**src/rtl/comparador_serial_if.sv**
```systemverilog
// ---------------------------------------------------------------------------
// comparador_serial_if
//   Handshake/data bundle between a controller and the bit-serial comparator.
//   Signals:
//     start  controller -> comparator  request a compare of wordA/wordB
//     wordA  controller -> comparator  operand A (unsigned, WIDTH bits)
//     wordB  controller -> comparator  operand B (unsigned, WIDTH bits)
//     w      comparator -> controller  1 when A > B
//     z      comparator -> controller  1 when A <= B
//     busy   comparator -> controller  1 while a scan is running
//     done   comparator -> controller  one-cycle pulse when a new result appears
//   Modports: master = controller side, slave = comparator side.
// ---------------------------------------------------------------------------
interface comparador_serial_if #(
  parameter int WIDTH = 8
);
  logic             start;
  logic [WIDTH-1:0] wordA;
  logic [WIDTH-1:0] wordB;
  logic             w;
  logic             z;
  logic             busy;
  logic             done;

  modport master (
    output start, wordA, wordB,
    input  w, z, busy, done
  );

  modport slave (
    input  start, wordA, wordB,
    output w, z, busy, done
  );
endinterface

```
**src/rtl/comparador_serial.sv**
```systemverilog
// ---------------------------------------------------------------------------
// comparador_serial
//   Bit-serial unsigned magnitude comparator. Operands are latched on start
//   and scanned MSB first, one bit per clock; the scan stops at the first
//   differing bit. Result code: (w,z) = (1,0) for A > B, (0,1) for A <= B.
//   (0,0) only ever appears after reset ("no result yet").
//   Ports:
//     clk    rising-edge clock
//     reset  asynchronous, active-high reset
//     bus    comparador_serial_if.slave (start, wordA, wordB, w, z, busy, done)
//   Latency: with the start edge as edge 0, a first difference at bit i is
//   decided at edge WIDTH-i; done is high in the following cycle.
// ---------------------------------------------------------------------------
module comparador_serial #(
  parameter int WIDTH = 8
) (
  input  logic              clk,
  input  logic              reset,
  comparador_serial_if.slave bus
);

  localparam int IDX_W = (WIDTH > 1) ? $clog2(WIDTH) : 1;
  localparam logic [IDX_W-1:0] IDX_MSB = IDX_W'(WIDTH - 1);

  typedef enum logic [1:0] {
    IDLE = 2'd0,
    SCAN = 2'd1,
    DONE = 2'd2
  } state_t;

  state_t           state_q, state_d;
  logic [WIDTH-1:0] ra_q, ra_d;
  logic [WIDTH-1:0] rb_q, rb_d;
  logic [IDX_W-1:0] index_q, index_d;
  logic             w_q, w_d;
  logic             z_q, z_d;
  logic             busy_q, busy_d;
  logic             done_q, done_d;

  always_comb begin
    state_d = state_q;
    ra_d    = ra_q;
    rb_d    = rb_q;
    index_d = index_q;
    w_d     = w_q;
    z_d     = z_q;

    case (state_q)
      IDLE: begin
        if (bus.start) begin
          ra_d    = bus.wordA;
          rb_d    = bus.wordB;
          index_d = IDX_MSB;
          state_d = SCAN;
        end
      end

      SCAN: begin
        // start is deliberately not looked at here: a running scan cannot
        // be restarted.
        if (ra_q[index_q] != rb_q[index_q]) begin
          // First differing bit decides: A has the 1 -> A > B.
          w_d     = ra_q[index_q];
          z_d     = ~ra_q[index_q];
          state_d = DONE;
        end else if (index_q == '0) begin
          // All bits matched: equal counts as A <= B.
          w_d     = 1'b0;
          z_d     = 1'b1;
          state_d = DONE;
        end else begin
          index_d = index_q - IDX_W'(1);
        end
      end

      DONE: begin
        // Back-to-back compare: a start seen in the done cycle is accepted
        // without passing through IDLE.
        if (bus.start) begin
          ra_d    = bus.wordA;
          rb_d    = bus.wordB;
          index_d = IDX_MSB;
          state_d = SCAN;
        end else begin
          state_d = IDLE;
        end
      end

      default: begin
        state_d = IDLE;
      end
    endcase

    // Status outputs are registered and follow the state being entered.
    busy_d = (state_d == SCAN);
    done_d = (state_d == DONE);
  end

  always_ff @(posedge clk or posedge reset) begin
    if (reset) begin
      state_q <= IDLE;
      ra_q    <= '0;
      rb_q    <= '0;
      index_q <= IDX_MSB;
      w_q     <= 1'b0;
      z_q     <= 1'b0;
      busy_q  <= 1'b0;
      done_q  <= 1'b0;
    end else begin
      state_q <= state_d;
      ra_q    <= ra_d;
      rb_q    <= rb_d;
      index_q <= index_d;
      w_q     <= w_d;
      z_q     <= z_d;
      busy_q  <= busy_d;
      done_q  <= done_d;
    end
  end

  assign bus.w    = w_q;
  assign bus.z    = z_q;
  assign bus.busy = busy_q;
  assign bus.done = done_q;

endmodule

```
**src/flat_wrapper.sv**
```systemverilog
// flat-port wrapper written by rule: the top's interface ports become plain ports
module comparador_serial_flat 
#(
  parameter int WIDTH = 8
)
  (clk, reset, bus_start, bus_wordA, bus_wordB, bus_w, bus_z, bus_busy, bus_done);
  comparador_serial_if #(.WIDTH(WIDTH)) bus_i ();
  input  logic clk;
  input  logic reset;
  input wire logic [$bits(bus_i.start)-1:0] bus_start;
  input wire logic [$bits(bus_i.wordA)-1:0] bus_wordA;
  input wire logic [$bits(bus_i.wordB)-1:0] bus_wordB;
  output wire logic [$bits(bus_i.w)-1:0] bus_w;
  output wire logic [$bits(bus_i.z)-1:0] bus_z;
  output wire logic [$bits(bus_i.busy)-1:0] bus_busy;
  output wire logic [$bits(bus_i.done)-1:0] bus_done;
  assign bus_i.start = bus_start;
  assign bus_i.wordA = bus_wordA;
  assign bus_i.wordB = bus_wordB;
  assign bus_w = bus_i.w;
  assign bus_z = bus_i.z;
  assign bus_busy = bus_i.busy;
  assign bus_done = bus_i.done;
  comparador_serial #(.WIDTH(WIDTH)) u_core (.clk(clk), .reset(reset), .bus(bus_i));
endmodule
```
**config.mk**
```make
export PLATFORM = sky130hd
export DESIGN_NAME = comparador_serial_flat
export DESIGN_NICKNAME = d
export VERILOG_FILES = /design/src/rtl/comparador_serial_if.sv /design/src/rtl/comparador_serial.sv /design/src/flat_wrapper.sv
export SDC_FILE = /design/constraint.sdc
export NUM_CORES = 1
export LEC_CHECK = 0
export BUFFER_PORTS_ARGS = -buffer_cell sky130_fd_sc_hd__buf_2
export CAP_MARGIN = 20
export CORE_AREA = 2 2 63 53
export CTS_CLUSTER_DIAMETER = 100
export CTS_CLUSTER_SIZE = 30
export DETAILED_ROUTE_END_ITERATION = 10
export DIE_AREA = 0 0 65 55
export GPL_TIMING_DRIVEN = 0
export PLACE_DENSITY = 0.59
export SLEW_MARGIN = 20
export SYNTH_ARGS = -nofsm -noshare
export SYNTH_HDL_FRONTEND = slang
export SYNTH_SLANG_ARGS = --single-unit
export TNS_END_PERCENT = 50
```
**constraint.sdc**
```tcl
create_clock -name clk -period 2.26 [get_ports clk]
set_input_delay 0.452 -clock clk [delete_from_list [all_inputs] [get_ports clk]]
set_output_delay 0.452 -clock clk [all_outputs]
set_load 0.02 [all_outputs]
```
==> out/results.ini, run 1 <==
[status]
run_status = finished, violations left
violations = setup timing

[worst_setup_path]
worstReg2RegStart = u_core.index_q[0]
rrSetupSlack_ps = -20
start_kind = register
cp.required_ps = 2410
critPathArrivalTime_ps = 2430
r2r-end = u_core.bus.w
cp_max_fo = 6
path_class = reg -> reg
end_kind = register
reg2reg_depth = 6

[routing]
routedWlPerCell_um = 13.1
initialDrtViolationCount = 14
vias_per_cell = 4.68
drc = 0
ant_nets = 0
vias = 678
drt_first_pass_iters = 2
wirelength_mm = 1.90

[cts]
path_clk_slew_ps = 90
cts-root-buf = clkbuf_8
clkSinkCount = 25
cts_buffers = 3
tritoncts = built
htreeDepth = 1
clkLatencyLatePin_ps = 260
holdBufCountCts = 0
clockBufferDepth = 2

[floorplanning]
core-area_um2 = 2950
fp-row-count = 18
die_h_um = 55
io_pins = 23
initial_core_util_pct = 39.0
die_area_um2 = 3580
dieWidth_um = 65

[power_and_ir_drop]
p_leak_nw = 0.672
sequentialPowerShare_pct = 37.9
ir_worst_vdd_mv = 0.569
p_per_area_nw_per_um2 = 1430
switching_share_pct = 31.8
p_switching_mw = 0.641
clockPowerShare_pct = 12.8
p_int_mw = 1.37
p_total_mw = 2.02
p_comb_share_pct = 49.3

[grt]
grt_pass1_wl_mm = 3.26
grt_use_total_pct = 12.7
grt_max_degree = 26
overflow = 0
antenna_found_initial = 0
grt_pass1_vias = 729

[final_layout]
area_growth_pct = 22.3
design_area_um2 = 1410
fin_nets = 129
antennaDiodeCount = 0
drive_gt1_share_pct = 59.0

[sta]
grt_setup_unrepaired = yes
maxSlewHeadroom_pct = 39.1
fmax_mhz = 439
worst_slack_ps = -19.0
setup_viol = 1
period_needed_ps = 2280
fin_skew_ps = 7.55
fin_crit_sh_pct = 101
finalHoldViolations = 0
worst_pin_slew_ps = 912
maxSlewViolCount = 0

[placement]
gp_congestion = 0.687
pre_cts_slack_ps = -121
numPortBuffers = 22
place_area_um2 = 1330

[yosys]
yosysUniqueCellTypes = 20
ys_warn_count = 0
ys_ff_latch = 25
synth_fp_nets = 98
avgSynthCellArea_um2 = 15.3
synth_area_um2 = 1150
yosysSeqAreaShare_pct = 54.7
synthCells = 75

[worst_hold_path]
hold_class = in -> async

[flow_run]
maxCapViolCount = 0

## flip-flops by register name, indices dropped and copies added (netlist names)
| signal | count |
|---|---|
| u_core.bus.busy | 1 |
| u_core.bus.w | 1 |
| u_core.bus.done | 1 |
| u_core.state_q | 2 |
| u_core.ra_q | 8 |
| u_core.rb_q | 8 |
| u_core.index_q | 3 |
| u_core.bus.z | 1 |
## critical path: stages, from the launching register on
cell and delay, ps:
dfstp_2 530, buf_6 110, mux4_2 500, mux2_4 310, ha_4 250, a21boi_4 160
mux2_4 310
## synthesized netlist by cell type, drive strengths merged
cell type / n / area share, %
nand3: 1 / 0.43
nor2: 2 / 0.65
dfrtp: 22 / 48
ha: 4 / 4.3
a31o: 2 / 1.5
and2b: 1 / 0.65
a21boi: 2 / 1.6
buf: 3 / 1.8
nor2b: 1 / 0.54
mux2: 18 / 18
o22a: 1 / 0.76
nand2b: 1 / 0.54
nand4: 1 / 0.54
mux4: 4 / 9.1
nand2: 1 / 0.33
mux2i: 4 / 3.5
inv: 4 / 1.3
dfstp: 3 / 6.8
## power by group through the flow
stage                     Clock, mW  Sequential (mW)  Combinational, mW
after floorplan                   0            0.786              0.743
after global placement            0            0.779              0.903
after detailed placement          0            0.785              0.941
after CTS                     0.268            0.767               1.01
after global routing          0.293            0.790               1.09
final                         0.257            0.764              0.994
## what timing repair did
| item | CTS | global route |
|---|---|---|
| setup endpoints to repair | 1 | 2 |
| resized for setup | 0 | 0 |
| buffers inserted | 4 | 0 |
| gates cloned | 0 | 0 |
| pin swaps | 1 | 0 |
| endpoints found under the hold margin | 0 | 0 |
## per-layer routing
layer  track usage [%]  wire length, µm
met2              22.0              923
met3              2.83              103
met1              15.4              852
met5                 0                0
met4              6.38               16
## kinds of logic (layout without fill, tap and decap cells)
logic type / count (synthesis) / count (layout) / synth area share (%)
muxes: 26 / 26 / 30.2
and+or+nand+nor: 8 / 8 / 3.70
DFF: 25 / 25 / 54.7
adders and majority gates: 4 / 4 / 4.35
buffers and inverters: 7 / 37 / 3.15
AOI/OAI and AO/OA: 5 / 5 / 3.91
## layout by cell type, fill, tap and decap left out, drive strengths merged
cell type and count:
buf 29, dfrtp 22, mux2 18, inv 4
mux2i 4, mux4 4, ha 4, clkbuf 3
dfstp 3, nor2 2, a31o 2, a21boi 2
nor2b 1, nand2b 1, and2b 1, nand4 1
nand3 1, nand2 1, o22a 1, clkinv 1
## cell type report
cell class	count	area, µm²
Fill cell	278	1540
Sequential cell	25	629
Multi-Input combinational cell	43	505
Timing Repair Buffer	26	140
Tap cell	40	50.0
Clock buffer	3	41.3
Buffer	3	21.3
Inverter	4	15.0
Clock inverter	1	5.00
## through the flow
step / TNS [ps] / util (%) / hold slack, ps / std cells
global placement: -86.8 / 45.1 / 483 / 137
floorplan: 0 / - / 472 / 75
global route: -91.7 / 47.7 / 397 / 145
CTS: -34.0 / 47.7 / 409 / 145
finish: -19.0 / 47.7 / 374 / 145
detailed placement: -121 / 45.1 / 492 / 137
## how the worst max path moves through the flow
stage	cells past startpoint	start	slack, ps	endpoint
floorplan	6	u_core.index_q[0]	20	u_core.bus.w
global placement	5	u_core.index_q[1]	-90	u_core.bus.w
detailed placement	5	u_core.index_q[1]	-120	u_core.bus.w
CTS	6	u_core.index_q[0]	-30	u_core.bus.w
global route	6	u_core.index_q[0]	-60	u_core.bus.w
finish	6	u_core.index_q[0]	-20	u_core.bus.w
Note: power is estimated with default switching activity, not from simulation.
==> run 2, diff against run 1 <==
--- a/config.mk
+++ b/config.mk
@@ -7,14 +7,13 @@
 export LEC_CHECK = 0
 export BUFFER_PORTS_ARGS = -buffer_cell sky130_fd_sc_hd__buf_2
 export CAP_MARGIN = 20
-export CORE_AREA = 2 2 63 53
+export CORE_AREA = 2 2 59 50
 export CTS_CLUSTER_DIAMETER = 100
 export CTS_CLUSTER_SIZE = 30
 export DETAILED_ROUTE_END_ITERATION = 10
-export DIE_AREA = 0 0 65 55
+export DIE_AREA = 0 0 61 52
 export GPL_TIMING_DRIVEN = 0
-export PLACE_DENSITY = 0.59
-export SLEW_MARGIN = 20
+export PLACE_DENSITY = 0.66
 export SYNTH_ARGS = -nofsm -noshare
 export SYNTH_HDL_FRONTEND = slang
 export SYNTH_SLANG_ARGS = --single-unit
==> run 2 against run 1 <==
- the run still ends with setup timing left
- combinational power hardly changed
- non-clock buffer count stayed put
- highest routed layer is now met3
- sequential cell count stayed put
- utilization is 5.3 points higher
- critical path depth stayed put
- die area is 11% lower
- fmax is 0.11% higher
- clock-buffer cell count stayed put
- global-route usage is 2.3 points higher
- cell area is 1.5% lower
- total power is 2.6% lower
==> out/results.ini, run 2 (synthesis gave the netlist of run 1 again) <==
[routing]
ant_nets = 0
drc = 0
routedWlPerCell_um = 13.4
initialDrtViolationCount = 7
drt_first_pass_iters = 3
vias_per_cell = 4.74
vias = 678
wirelength_mm = 1.92

[power_and_ir_drop]
switching_share_pct = 33.1
p_switching_mw = 0.649
p_comb_share_pct = 51.0
ir_worst_vdd_mv = 0.647
p_int_mw = 1.31
p_per_area_nw_per_um2 = 1420
sequentialPowerShare_pct = 39.0
clockPowerShare_pct = 10.0
p_total_mw = 1.96
p_leak_nw = 0.664

[sta]
maxSlewHeadroom_pct = 38.8
fmax_mhz = 439
grt_setup_unrepaired = yes
holdWs_ps = 307
period_needed_ps = 2280
tns_ps = -16.5
fin_crit_sh_pct = 101
worst_pin_slew_ps = 917
worst_slack_ps = -16.5
fin_skew_ps = 8.46
setup_viol = 1
maxSlewViolCount = 0
finalHoldViolations = 0

[status]
run_status = finished, violations left
violations = setup timing

[cts]
tritoncts = built
cts_buffers = 3
holdBufCountCts = 0
cts_resized = 0
htreeDepth = 1
clkSinkCount = 25
path_clk_slew_ps = 130
clockBufferDepth = 2
clkLatencyLatePin_ps = 320
cts-root-buf = clkbuf_4

[floorplanning]
die_area_um2 = 3170
io_pins = 23
initial_core_util_pct = 44.0
dieWidth_um = 61
core-area_um2 = 2620
die_h_um = 52
fp-row-count = 17

[grt]
grt_use_total_pct = 15.0
grt_pass1_vias = 721
overflow = 0
antenna_found_initial = 0
grt_pass1_wl_mm = 3.40
grt_max_degree = 26

[final_layout]
final_util_pct = 53.0
fin_nets = 129
area_growth_pct = 20.4
final_cells = 143
antennaDiodeCount = 0
layout_top_registers = u_core.ra_q x8, u_core.rb_q x8, u_core.index_q x3
drive_gt1_share_pct = 59.0
final_common_cell = buf_2
final_cell_mix = buf_2, dfrtp_1, mux2_2

[worst_setup_path]
worstReg2RegStart = u_core.index_q[0]
path_class = reg -> reg
worst-path-stages = 6
end_kind = register
start_kind = register
cpMostUsedCell = mux2_4
cp.required_ps = 2480
max_stage_delay_ps = 550
crit_path_start = u_core.index_q[0]
reg2reg_depth = 6
crit_slowest_cell = dfstp_2
crit_chain = buf_6, mux4_2, mux2_4, ha_4, a21boi_4, mux2_4
path_buf_inv = 1
critical-path-top-delay-family = multiplexers
cp_max_fo = 6
critPathArrivalTime_ps = 2500

[placement]
gp_congestion = 0.700
place_inst = 135
numPortBuffers = 22
dp_hpwl_mm = 1.40

[flow_run]
maxCapViolCount = 0

[worst_hold_path]
hold_class = in -> async

==> run 2: cell counts in the layout (fill, tap and decap cells not counted) <==
No cell type changed its count.
==> run 2: path summary, 6_finish.rpt <==
kind                       slack, ps                 to
hold reg to reg                  520     u_core.rb_q[6]
setup / recovery                 -20       u_core.bus.w
min in group clk                 360     u_core.rb_q[1]
setup reg to reg                 -20       u_core.bus.w
hold / removal                   310  u_core.state_q[1]
max in group asynchronous       1390     u_core.ra_q[3]
==> run 2: cell type report <==
cell class | count | area (µm²)
Buffer | 3 | 21.3
Timing Repair Buffer | 26 | 140
Clock inverter | 1 | 5.00
Clock buffer | 3 | 22.5
Inverter | 4 | 15.0
Multi-Input combinational cell | 43 | 505
Tap cell | 38 | 47.5
Sequential cell | 25 | 629
Fill cell | 243 | 1230
==> run 2: per-layer routing <==
metal,vias to the layer above,GRT usage (%),part of all wire [%]
li1,328,-,-
met4,0,2.17,0
met3,0,5.72,5.0
met2,18,25.1,50
met1,332,18.8,45
met5,-,0,0
==> run 2: repair_timing <==
| action | 4_1_cts | 5_1_grt |
|---|---|---|
| buffers inserted | 4 | 0 |
| cloned | 0 | 0 |
| hold endpoints to repair | 0 | 0 |
| pin swaps | 1 | 0 |
| setup endpoints to repair | 1 | 3 |
==> run 2: stage by stage <==
stage / setup slack (ps) / area, µm²
floorplan: 17.6 / 1170
finish: -16.5 / 1390
global placement: -71.7 / 1330
CTS: -39.3 / 1390
global route: -107 / 1390
detailed placement: -101 / 1330
==> run 2: power groups by stage <==
stage	sequential [mW]	combinational, mW	clock (mW)
2_1_floorplan	0.786	0.743	0
3_3_place_gp	0.777	0.901	0
3_5_place_dp	0.788	0.937	0
4_1_cts	0.768	1.01	0.206
5_1_grt	0.798	1.11	0.227
6_report	0.766	1.00	0.197
